--- config.mk ---
export PLATFORM = sky130hd
export DESIGN_NAME = imem_dmem_bus_arbiter
export DESIGN_NICKNAME = d
export VERILOG_FILES = /design/src/rtl/imem_dmem_bus_arbiter.sv
export SDC_FILE = /design/constraint.sdc
export NUM_CORES = 1
export LEC_CHECK = 0
export CAP_MARGIN = 20
export CORE_ASPECT_RATIO = 0.8
export CORE_MARGIN = 1
export CORE_UTILIZATION = 38
export DETAILED_ROUTE_END_ITERATION = 6
export PLACE_DENSITY = 0.76
export SLEW_MARGIN = 20
export SYNTH_ARGS = -nofsm -noshare
export SYNTH_HDL_FRONTEND = slang
export SYNTH_SLANG_ARGS = --single-unit
--- constraint.sdc ---
create_clock -name clk -period 1.7 [get_ports clk]
set_clock_uncertainty 0.1 [all_clocks]
set_input_delay 0.425 -clock clk [delete_from_list [all_inputs] [get_ports clk]]
set_output_delay 0.425 -clock clk [all_outputs]
set_load 0.02 [all_outputs]
--- src/rtl/imem_dmem_bus_arbiter.sv ---
// Arbitrates fetch and data requesters onto one downstream req/ready bus; ARB_ROUND_ROBIN_EN selects round-robin ties (default: data wins).
// Latency: grant -> m_req next cycle, port ready one cycle after m_ready; no new grant until the current transfer completes.
module imem_dmem_bus_arbiter #(
  parameter int TIMEOUT_CYCLES = 256,
  parameter int ADDR_W         = 32
) (
  input  logic              clk,
  input  logic              rst_n,

  input  logic [ADDR_W-1:0] i_addr,
  input  logic              i_req,
  output logic [31:0]       i_rdata,
  output logic              i_ready,
  output logic              i_error,

  input  logic [ADDR_W-1:0] d_addr,
  input  logic [31:0]       d_wdata,
  input  logic [3:0]        d_wstrb,
  input  logic              d_wr,
  input  logic              d_req,
  output logic [31:0]       d_rdata,
  output logic              d_ready,
  output logic              d_error,

  output logic [ADDR_W-1:0] m_addr,
  output logic [31:0]       m_wdata,
  output logic [3:0]        m_wstrb,
  output logic              m_wr,
  output logic              m_req,
  input  logic [31:0]       m_rdata,
  input  logic              m_ready,
  input  logic              m_error,

  output logic              grant_d,
  output logic              busy
);

  localparam int CNT_W = (TIMEOUT_CYCLES > 2) ? $clog2(TIMEOUT_CYCLES) : 1;
  localparam logic [CNT_W-1:0] CNT_LAST = CNT_W'((TIMEOUT_CYCLES > 0) ? TIMEOUT_CYCLES - 1 : 0);
  localparam bit TIMEOUT_EN = (TIMEOUT_CYCLES != 0);

  typedef enum logic [1:0] {
    S_IDLE,
    S_ISSUE,
    S_WAIT,
    S_DONE
  } state_t;

  state_t state_q, state_d;

  logic [ADDR_W-1:0] m_addr_q;
  logic [31:0]       m_wdata_q;
  logic [3:0]        m_wstrb_q;
  logic              m_wr_q;
  logic              grant_d_q;
  logic [31:0]       i_rdata_q;
  logic [31:0]       d_rdata_q;
  logic              err_q;
  logic [CNT_W-1:0]  cnt_q;

  logic any_req;
  logic pick_d;
  logic sample;
  logic timeout_hit;

  assign any_req = i_req | d_req;
  assign sample  = (state_q == S_IDLE) && any_req;

  // grant_d_q doubles as the last-grant register: it resets to fetch and reloads on every grant.
`ifdef ARB_ROUND_ROBIN_EN
  assign pick_d = d_req && (!i_req || !grant_d_q);
`else
  assign pick_d = d_req;
`endif

  assign timeout_hit = TIMEOUT_EN && (cnt_q == CNT_LAST);

  always_ff @(posedge clk or negedge rst_n) begin
    if (!rst_n) begin
      state_q <= S_IDLE;
    end else begin
      state_q <= state_d;
    end
  end

  always_comb begin
    state_d = state_q;
    case (state_q)
      S_IDLE:  if (any_req) state_d = S_ISSUE;
      S_ISSUE: state_d = S_WAIT;
      S_WAIT:  if (m_ready || timeout_hit) state_d = S_DONE;
      S_DONE:  state_d = S_IDLE;
      default: state_d = S_IDLE;
    endcase
  end

  always_ff @(posedge clk or negedge rst_n) begin
    if (!rst_n) begin
      m_addr_q  <= '0;
      m_wdata_q <= '0;
      m_wstrb_q <= '0;
      m_wr_q    <= 1'b0;
      grant_d_q <= 1'b0;
    end else if (sample) begin
      grant_d_q <= pick_d;
      m_addr_q  <= pick_d ? d_addr : i_addr;
      m_wdata_q <= pick_d ? d_wdata : 32'h0;
      m_wstrb_q <= pick_d ? d_wstrb : 4'hF;
      m_wr_q    <= pick_d & d_wr;
    end
  end

  always_ff @(posedge clk or negedge rst_n) begin
    if (!rst_n) begin
      cnt_q <= '0;
    end else if (state_q == S_WAIT) begin
      cnt_q <= cnt_q + 1'b1;
    end else if (state_q == S_DONE) begin
      cnt_q <= '0;
    end
  end

  // A real response beats a coinciding timeout; only the granted port's data register moves.
  always_ff @(posedge clk or negedge rst_n) begin
    if (!rst_n) begin
      i_rdata_q <= '0;
      d_rdata_q <= '0;
      err_q     <= 1'b0;
    end else if (state_q == S_WAIT) begin
      if (m_ready) begin
        err_q <= m_error;
        if (grant_d_q) d_rdata_q <= m_rdata;
        else           i_rdata_q <= m_rdata;
      end else if (timeout_hit) begin
        err_q <= 1'b1;
        if (grant_d_q) d_rdata_q <= '0;
        else           i_rdata_q <= '0;
      end
    end
  end

  assign m_addr  = m_addr_q;
  assign m_wdata = m_wdata_q;
  assign m_wstrb = m_wstrb_q;
  assign m_wr    = m_wr_q;
  assign m_req   = (state_q == S_ISSUE);
  assign grant_d = grant_d_q;
  assign busy    = (state_q != S_IDLE);

  assign i_ready = (state_q == S_DONE) && !grant_d_q;
  assign d_ready = (state_q == S_DONE) &&  grant_d_q;
  assign i_error = i_ready & err_q;
  assign d_error = d_ready & err_q;
  assign i_rdata = i_rdata_q;
  assign d_rdata = d_rdata_q;

endmodule

# Word level (Yosys, flattened, before mapping)
# Cells that the tools add are included.
[totals] elab_cells=53 regBits=145
[op_classes] reduce_logical=13 n_eq_ne=6 bitwise_logic=5 n_mux=18 n_addsub=1
[ops] operator="32-bit 2-to-1 mux" n=10
[ops] operator="8-bit 2-to-1 mux" n=2
[ops] operator="8-bit by 1-bit adder with 8-bit output (second input constant)" n=1
[ops] operator="8-bit == test (second input constant)" n=1
[ops] operator="2-bit one-hot mux with 4 select lines" n=1
[ops] operator="3-bit AND reduction" n=2
[ops] operator="2-bit nonzero test" n=3
[ops] operator="2-bit == test (second input constant)" n=2
[ops] operator="2-bit 2-to-1 mux" n=2
[ops] operator="4-bit 2-to-1 mux" n=1
[ops] operator="2-bit != test (second input constant)" n=2
[ops] operator="2-bit AND reduction" n=2
[ops] operator="1-bit bitwise AND" n=3
[ops] operator="1-bit logical AND" n=3
[ops] operator="2-bit by 1-bit == test with 1-bit output (second input constant)" n=1
[ops] operator="2-bit logical NOT" n=1
[ops] operator="1-bit 2-to-1 mux" n=2
[ops] operator="1-bit logical NOT" n=1
[ops] operator="1-bit logical OR" n=1
[ops] operator="1-bit inverter" n=1
[ops] operator="1-bit OR" n=1

# Longest topological paths before layout
# Gate-level depths: netlist of the first run.
[depth] word_depth=4 mapped_depth=7

# Worst setup path after synthesis of the first run
# No wires, ideal clock.
[synth_path] kind="reg2reg" startpoint="reg state_q[0]" endpoint="reg state_q[1]" stages_incl_launch_ff=7 setup_time_ns=0.141 arrival_ns=1.593 required_ns=1.459 setup_slack_ns=-0.135 n_path_buf=1 period_less_slack_ns=1.835 cell_sequence="dfrtp_1 -> inv_1 -> ha_1 -> clkbuf_1 -> nor3b_1 -> mux2i_1 -> o311ai_2"
[synth_via] elab_chain_cells=3 word_cells_on_any_way=8
[synth_lines] element="start: declaration" line="49" rtl="state_t state_q, state_d;"
[synth_lines] element="start signal: assignment" line="82" rtl="state_q <= state_d;"
[synth_lines] element="2-bit == test / 2-bit logical NOT (equally long branches)" line="88" rtl="case (state_q)"
[synth_lines] element="2-bit != test (no source line)"
[synth_lines] element="2-bit AND reduction (no source line)"
# Several ways; a longest one is shown, not always the timed one.
# A chain may end at the register's enable or synchronous reset.

# Worst setup path in the final report of the first run
[layout_path] startpoint="reg state_q[0]" endpoint="out d_ready"
[layout_via] elab_chain_cells=2
[layout_lines] element="2-bit == test" line="151" rtl="assign d_ready = (state_q == S_DONE) && grant_d_q;"
[layout_lines] element="1-bit logical AND" line="151"
[layout_lines] element="end: declaration" line="22" rtl="output logic d_ready,"
# Every way passes these cells.

==> flow_summary.json, run 1 <==
{
  "design_area_um2": 10900,
  "first_global_vias": 5684,
  "n_antenna_cell": 0,
  "min_period_over_period_pct": 110,
  "core_area_um2": 16500,
  "regArea_um2": 3630,
  "timing.final.hold_violations": 0,
  "r2r_start": "state_q[1]",
  "dieHeight_um": 118,
  "clock-sinks": 145,
  "fill_cells": 1318,
  "power_mw": 20.5,
  "synthTopCellsByArea": "dfrtp_1, a22o_1, a21o_1",
  "avgSynthCellArea_um2": 10.8,
  "slew_headroom_pct": 72.0,
  "antenna_found_initial": 0,
  "synth-edff-count": 0,
  "min_path_type": "primary input to flop",
  "num_vias": 5830,
  "cts_buffer_depth": 2,
  "syn_area_um2": 6410,
  "crit_path_end": "d_ready",
  "irDropWorstVdd_mv": 1.00,
  "drc": 0,
  "wire_per_inst_um": 18.0,
  "cap_violations": 0,
  "synth.top_cell.area_share_pct": 56.6,
  "io_pins": 279,
  "syn-num-nets": 738,
  "drtAntennaViolNets": 0,
  "violations": "negative setup slack",
  "setup_viol": 79,
  "static-leakage-power_nw": 5.00,
  "cts_tree": "done",
  "wl_um": 20700,
  "rrSetupSlack_ns": -0.12,
  "placed_area_um2": 9730,
  "multiInputGateArea_um2": 2720,
  "fmax_ghz": 0.533,
  "outcome": "complete, but fails checks",
  "worstPathArrival_ns": 1.35,
  "yosysTopAreaCell": "dfrtp_1",
  "clockRootBuffer": "clkbuf_16",
  "dieArea_um2": 17400,
  "io_buffers": 278,
  "fin_ws_ns": -0.177,
  "startpoint_type": "flop",
  "startpoint": "state_q[0]",
  "pwr_density_cell_nw_per_um2": 1890,
  "clkSlewWorstSetupHoldPaths_ns": 0.06,
  "worstMarginPinSlew_ns": 0.418,
  "layout-drive-gt1-share_pct": 17.3,
  "synth.top_cells.by_count": "dfrtp_1, nand2_1, a22o_1",
  "rsz0062_at_grt": "true",
  "areaGrowthSynthToFinish_pct": 69.3,
  "routabilityCongestion": 0.784,
  "synth_cell_type_count": 36,
  "ys.flop_type": "dfrtp_1",
  "dp.cells": 1090,
  "syn_inst": 594,
  "grt_max_degree": 60,
  "min_period_ns": 1.88,
  "grt_overflow": 0,
  "criticalPathCategory": "flop to output port",
  "rr_worst_depth": 7,
  "post_drt_via_cell_ratio": 5.08,
  "cp_max_fo": 5,
  "start_util_pct": 38.8,
  "cts_made_buffers": 17,
  "yosysWarnings": 0,
  "synth.most_common_cell": "dfrtp_1",
  "track_usage_pct": 23.3,
  "htreeDepth": 4,
  "required_ns": 1.17,
  "hpwlAfterDp_um": 13100,
  "drt_first_iter_violations": 286,
  "clk_latency_ns": 0.42,
  "synth_async_sr_flop_share_pct": 100,
  "drv_slew": 0,
  "ys_seq_area_share_pct": 56.6,
  "die_x_um": 147,
  "dr.pass1.iters": 6,
  "nets": 1058,
  "grt_pass1_wl_um": 31400,
  "synth-seq-cells": 145,
  "final_cells": 1147,
  "placementRows": 42,
  "rr_endpoint": "d_rdata[20]",
  "endpoint_kind": "output port"
}
==> logic make-up after synthesis <==
logic type	Yosys count	share of synthesized area [%]
adder cells (fa/ha/maj)	5	0.976
AO/OA/AOI/OAI	179	20.8
AND/OR/NAND/NOR	175	12.0
flip-flops	145	56.6
buffers and inverters	53	3.85
multiplexers	37	5.80
==> cell type report <==
class,instances,area share (%)
clock buffer,17,3.92
clock inverter,15,1.81
inverter,7,0.288
timing repair buffer,347,32.9
tap,220,2.54
sequential,145,33.5
multi-input combinational,396,25.1
==> how the worst min path moves through the flow <==
stage | from | endpoint | slack, ns | depth (start not counted)
floorplan | rst_n | cnt_q[0] | 0.03 | 0
global placement | rst_n | d_rdata[25] | 0.23 | 1
detailed placement | rst_n | d_rdata[25] | 0.23 | 1
CTS | d_req | grant_d | 0.19 | 3
global route | d_req | grant_d | 0.21 | 3
finish | d_req | grant_d | 0.21 | 3
==> metal layers <==
metal	up-vias	share of wire (%)	track usage [%]	wire (um)
met4	0	1.8	7.60	371
met2	205	47	36.4	9740
met5	-	0	0	0
met1	2830	44	31.4	9140
li1	2771	-	-	-
met3	24	7.0	6.02	1450
==> worst max-delay path, cell delays in order, from the launching register on <==
cell,delay [ns]
dfrtp_2,0.45
ha_4,0.21
and2_4,0.16
buf_6,0.12
==> sequential cells by signal (all words and copies together), names as in the netlist <==
signal   cells
d_rdata     32
m_wstrb      4
err_q        1
state_q      2
cnt_q        8
m_wr         1
m_addr      32
grant_d      1
i_rdata     32
m_wdata     32
==> stage by stage <==
step                      setup WS [ns]  hold WS, ns  utilization (%)  TNS, ns
after floorplan                  0.0191       0.0294                -        0
after global placement           -0.289        0.233             59.0   -13.56
after detailed placement         -0.290        0.229             59.0   -15.69
after CTS                        -0.204        0.189             63.9   -10.19
after global routing             -0.228        0.206             65.8   -11.01
final                            -0.177        0.213             65.8    -7.41
==> power by group <==
part	switching [mW]	total (mW)	internal, mW
logic	5.44	10.6	5.17
registers	0.997	5.93	4.94
clock network	1.58	3.94	2.36
==> repair_timing <==
action,in CTS,in global routing
hold endpoints to repair,23,0
setup buffers,6,9
hold buffers,1,0
gates cloned,5,6
gates resized for setup,223,127
pin swaps,3,46
setup endpoints to repair,209,224
==> cell usage in the layout, fill, tap and decap left out, types with 3 or more instances in the layout <==
cell type,instances
dlygate4sd2_1,55
buf_8,4
buf_6,25
clkbuf_16,22
buf_16,5
inv_1,4
buf_4,28
nor2b_1,5
ha_4,4
a21o_1,64
dfrtp_1,143
clkdlybuf4s15_1,61
o21ai_0,23
clkdlybuf4s50_1,136
buf_12,10
bufinv_16,3
a22o_1,65
o21ai_1,13
mux2i_1,36
nand3_1,36
nand2_1,112
inv_6,6
clkbuf_2,16
clkinvlp_4,3
Power figures use the tool's default switching activity.
==> run 2: changes to the inputs <==
- CORE_MARGIN: 1 -> 2
==> flow_summary.json, run 2 (same netlist as run 1, synthesis figures left out) <==
{
  "drc": 0,
  "startpoint": "state_q[0]",
  "final_cell_mix": "dfrtp_1, clkdlybuf4s50_1, nand2_1",
  "num_vias": 5871,
  "rrSetupSlack_ns": -0.17,
  "grt_overflow": 0,
  "htreeDepth": 4,
  "rr_endpoint": "d_rdata[10]",
  "cts_tree": "done",
  "nets": 1057,
  "layout-drive-gt1-share_pct": 16.6,
  "cap_violations": 0,
  "final_util_pct": 65.3,
  "crit_path_end": "d_error",
  "power_mw": 20.0,
  "path_depth": 3,
  "wire_per_inst_um": 18.6,
  "drtAntennaViolNets": 0,
  "start_util_pct": 38.7,
  "clock-sinks": 145,
  "wl_um": 21300,
  "timing.final.hold_violations": 0,
  "cts_buffer_depth": 2,
  "min_period_over_period_pct": 111,
  "rr_worst_depth": 8,
  "criticalPathCategory": "flop to output port",
  "slew_headroom_pct": 73.6,
  "post_drt_via_cell_ratio": 5.12,
  "startpoint_type": "flop",
  "min_path_type": "flop to flop",
  "design_area_um2": 10800,
  "cts_made_buffers": 17,
  "dieArea_um2": 17900,
  "drt_first_iter_violations": 250,
  "drv_slew": 0,
  "crit_buf_inv": 1,
  "clockRootBuffer": "clkbuf_16",
  "dieHeight_um": 120,
  "tns_ns": -8.16,
  "worstMarginPinSlew_ns": 0.396,
  "fmax_ghz": 0.529,
  "placementRows": 42,
  "clk_latency_ns": 0.41,
  "dr.pass1.iters": 5,
  "outcome": "complete, but fails checks",
  "fin_ws_ns": -0.189,
  "pwr_density_cell_nw_per_um2": 1850,
  "setup_viol": 75,
  "layout_commonest_cell": "dfrtp_1",
  "core_area_um2": 16600,
  "rsz0062_at_grt": "true",
  "routabilityCongestion": 0.752,
  "first_global_vias": 6017,
  "endpoint_kind": "output port",
  "grt_pass1_wl_um": 32900,
  "areaGrowthSynthToFinish_pct": 68.6,
  "min_period_ns": 1.89,
  "static-leakage-power_nw": 4.99,
  "crit_path_max_incr_delay_ns": 0.45,
  "grt_max_degree": 74,
  "hpwlAfterDp_um": 13400,
  "irDropWorstVdd_mv": 1.02,
  "worstPathArrival_ns": 1.36,
  "cp_max_fo": 5,
  "antenna_found_initial": 1,
  "violations": "negative setup slack",
  "required_ns": 1.17,
  "fill_cells": 1313,
  "die_x_um": 149,
  "placed_area_um2": 9750,
  "r2r_start": "state_q[1]",
  "track_usage_pct": 23.8,
  "critical_path.slowest_cell": "dfrtp_2",
  "clkSlewWorstSetupHoldPaths_ns": 0.06,
  "io_pins": 279,
  "path_cells": "ha_4 > and3_1 > buf_6",
  "cp_top_family": "flip-flops",
  "io_buffers": 278
}
[run 2: repair_timing]
item,in CTS,in global routing
setup endpoints to repair,228,175
pin swaps,5,25
gates cloned,8,2
hold buffers,1,0
hold endpoints to repair,30,0
buffers inserted,11,2
gates resized for setup,229,96
[run 2: worst min-delay path, cell delays in order (launching register included)]
cell	delay [ns]
dfrtp_1	0.33
nand2_1	0.05
nand2_1	0.05
[run 2: layout make-up]
cell class              instances  area, um2  area share [%]
diodes                          1       2.50          0.0232
well taps                     220        275            2.55
clock inverters                13        128            1.18
multi-input cells             396       2750            25.5
clock buffers                  19        443            4.10
repair buffers                346       3540            32.8
inverters                       7       31.3           0.290
flip-flops and latches        145       3630            33.6
[run 2: worst min-delay path by stage]
stage           startpoint          end  slack [ns]  depth (start not counted)
6_report       m_wdata[28]  m_wdata[28]        0.36                          2
3_5_place_dp         rst_n   m_addr[14]        0.27                          1
3_3_place_gp         rst_n   m_addr[14]        0.26                          1
4_1_cts        m_wdata[31]  m_wdata[31]        0.36                          2
2_1_floorplan        rst_n     cnt_q[0]        0.03                          0
5_1_grt        m_wdata[23]  m_wdata[23]        0.38                          2
[run 2: per-layer routing]
metal / track usage, % / up-vias / wire [um]
met5: 0 / - / 0
met3: 6.69 / 25 / 1610
met1: 31.7 / 2880 / 9250
li1: - / 2760 / -
met2: 37.8 / 206 / 10200
met4: 7.44 / 0 / 304
[run 2: metrics by stage]
step                      instances  worst slack, ns  hold slack [ns]
final                          1147           -0.189            0.361
after global routing           1147           -0.234            0.379
after CTS                      1145           -0.191            0.364
after detailed placement       1093           -0.284            0.270
after global placement         1093           -0.280            0.265
after floorplan                 594           0.0191           0.0294
[run 2: report_power, final]
group          switching (mW)  internal [mW]
Combinational            5.42           5.00
Clock                    1.54           2.08
Sequential               1.03           4.94
Total                    8.00           12.0
==> run 3: changes to the inputs <==
- CORE_UTILIZATION: 38 -> 46
- PLACE_DENSITY: 0.76 -> 0.86
- clock period: 1.7 -> 2.31 ns (I/O delays scaled with it)
==> flow_summary.json, run 3 (same netlist as run 1, synthesis figures left out) <==
{
  "dr.pass1.iters": 7,
  "cts_buffer_depth": 2,
  "worstMarginPinSlew_ns": 0.510,
  "slew_headroom_pct": 66.0,
  "cap_violations": 0,
  "cts_hold_buf": 0,
  "outcome": "complete, no violations",
  "io_pins": 279,
  "irDropWorstVdd_mv": 0.847,
  "hpwlAfterDp_um": 13500,
  "required_ns": 1.63,
  "htreeDepth": 4,
  "fmax_ghz": 0.442,
  "wl_um": 18900,
  "drt_first_iter_violations": 353,
  "areaGrowthSynthToFinish_pct": 54.9,
  "cts_made_buffers": 17,
  "clkSlewWorstSetupHoldPaths_ns": 0.06,
  "start_util_pct": 47.1,
  "io_buffers": 278,
  "drtAntennaViolNets": 0,
  "grt_pass1_wl_um": 29400,
  "die_x_um": 136,
  "pwr_density_cell_nw_per_um2": 1390,
  "cts_tree": "done",
  "grt_max_degree": 70,
  "min_period_ns": 2.26,
  "layout_commonest_cell": "clkdlybuf4s50_1",
  "cp_max_fo": 4,
  "regArea_um2": 3630,
  "rsz0062_at_grt": "true",
  "static-leakage-power_nw": 4.39,
  "drc": 0,
  "min_period_over_period_pct": 98.0,
  "clockRootBuffer": "clkbuf_16",
  "drv_slew": 0,
  "num_vias": 5653,
  "final_cells": 1051,
  "layout-drive-gt1-share_pct": 6.21,
  "wire_per_inst_um": 18.0,
  "fill_cells": 918,
  "endpoint_kind": "output port",
  "min_path_type": "primary input to async pin",
  "startpoint_type": "flop",
  "placementRows": 38,
  "dieHeight_um": 110,
  "antenna_found_initial": 1,
  "dieArea_um2": 14900,
  "nets": 1003,
  "first_global_vias": 5694,
  "core_area_um2": 13600,
  "timing.final.hold_violations": 0,
  "routabilityCongestion": 0.934,
  "post_drt_via_cell_ratio": 5.38,
  "clk_latency_ns": 0.41,
  "track_usage_pct": 25.8,
  "setup_viol": 0,
  "criticalPathCategory": "flop to output port",
  "grt_overflow": 0,
  "worstPathArrival_ns": 1.59,
  "power_mw": 13.8,
  "clock-sinks": 145,
  "final_cell_mix": "clkdlybuf4s50_1, dfrtp_1, nand2_1",
  "multiInputGateArea_um2": 2550,
  "dp.cells": 1020
}
==> run 3: area by class of cell <==
cell class	instances	share of cell area [%]
clock buffers	23	4.91
inverters	7	0.265
clock inverters	7	0.353
diodes	1	0.0252
repair buffers	292	29.9
well taps	180	2.27
flip-flops and latches	145	36.5
multi-input cells	396	25.7
==> run 3: path summary, 6_finish.rpt <==
kind	to	from	slack, ns	cells after the start
worst max-delay path	busy	state_q[0]	0.05	4
worst min-delay path	m_wdata[13]	rst_n	0.01	1
worst max register to register	state_q[1]	state_q[0]	0.27	6
worst min register to register	m_wdata[0]	m_wdata[0]	0.36	2
max in group asynchronous	m_addr[29]	rst_n	1.43	2
min in group clk	m_wdata[0]	m_wdata[0]	0.36	2
==> run 3: routing by layer <==
| layer | part of all wire (%) | GRT usage, % | routed length (um) |
|---|---|---|---|
| met1 | 41 | 31.6 | 7710 |
| met2 | 50 | 43.4 | 9500 |
| met3 | 6.3 | 6.64 | 1200 |
| met4 | 2.7 | 12.0 | 517 |
| met5 | 0 | 0 | 0 |
==> run 3: worst max-delay path, cell delays in order (launching register included) <==
cell             delay, ns
dfrtp_1               0.41
inv_1                 0.11
ha_1                  0.23
inv_1                 0.10
clkdlybuf4s15_1       0.33
==> run 3: what timing repair did <==
item | 4_1_cts | 5_1_grt
hold endpoints to repair | 0 | 0
gates resized for setup | 7 | 9
endpoints found under the setup margin | 6 | 7
buffers inserted | 0 | 0
==> run 3: report_power, final <==
part / switching (mW) / internal, mW / total [mW]
Combinational: 3.52 / 3.46 / 6.99
Clock: 0.973 / 1.46 / 2.43
Sequential: 0.789 / 3.63 / 4.42
Total: 5.28 / 8.56 / 13.8
==> run 3: metrics by stage <==
stage | setup WS (ns) | hold slack [ns] | utilization, % | TNS, ns | cell area (um2)
floorplan | 0.475 | 0.182 | - | 0 | 6410
global placement | 0.220 | 0.350 | 69.2 | 0 | 9410
detailed placement | 0.173 | 0.355 | 69.2 | 0 | 9410
CTS | 0.00352 | 0.0197 | 73.0 | 0 | 9930
global route | -0.0451 | 0.0409 | 73.0 | -0.0512 | 9930
finish | 0.0470 | 0.0148 | 73.0 | 0 | 9930
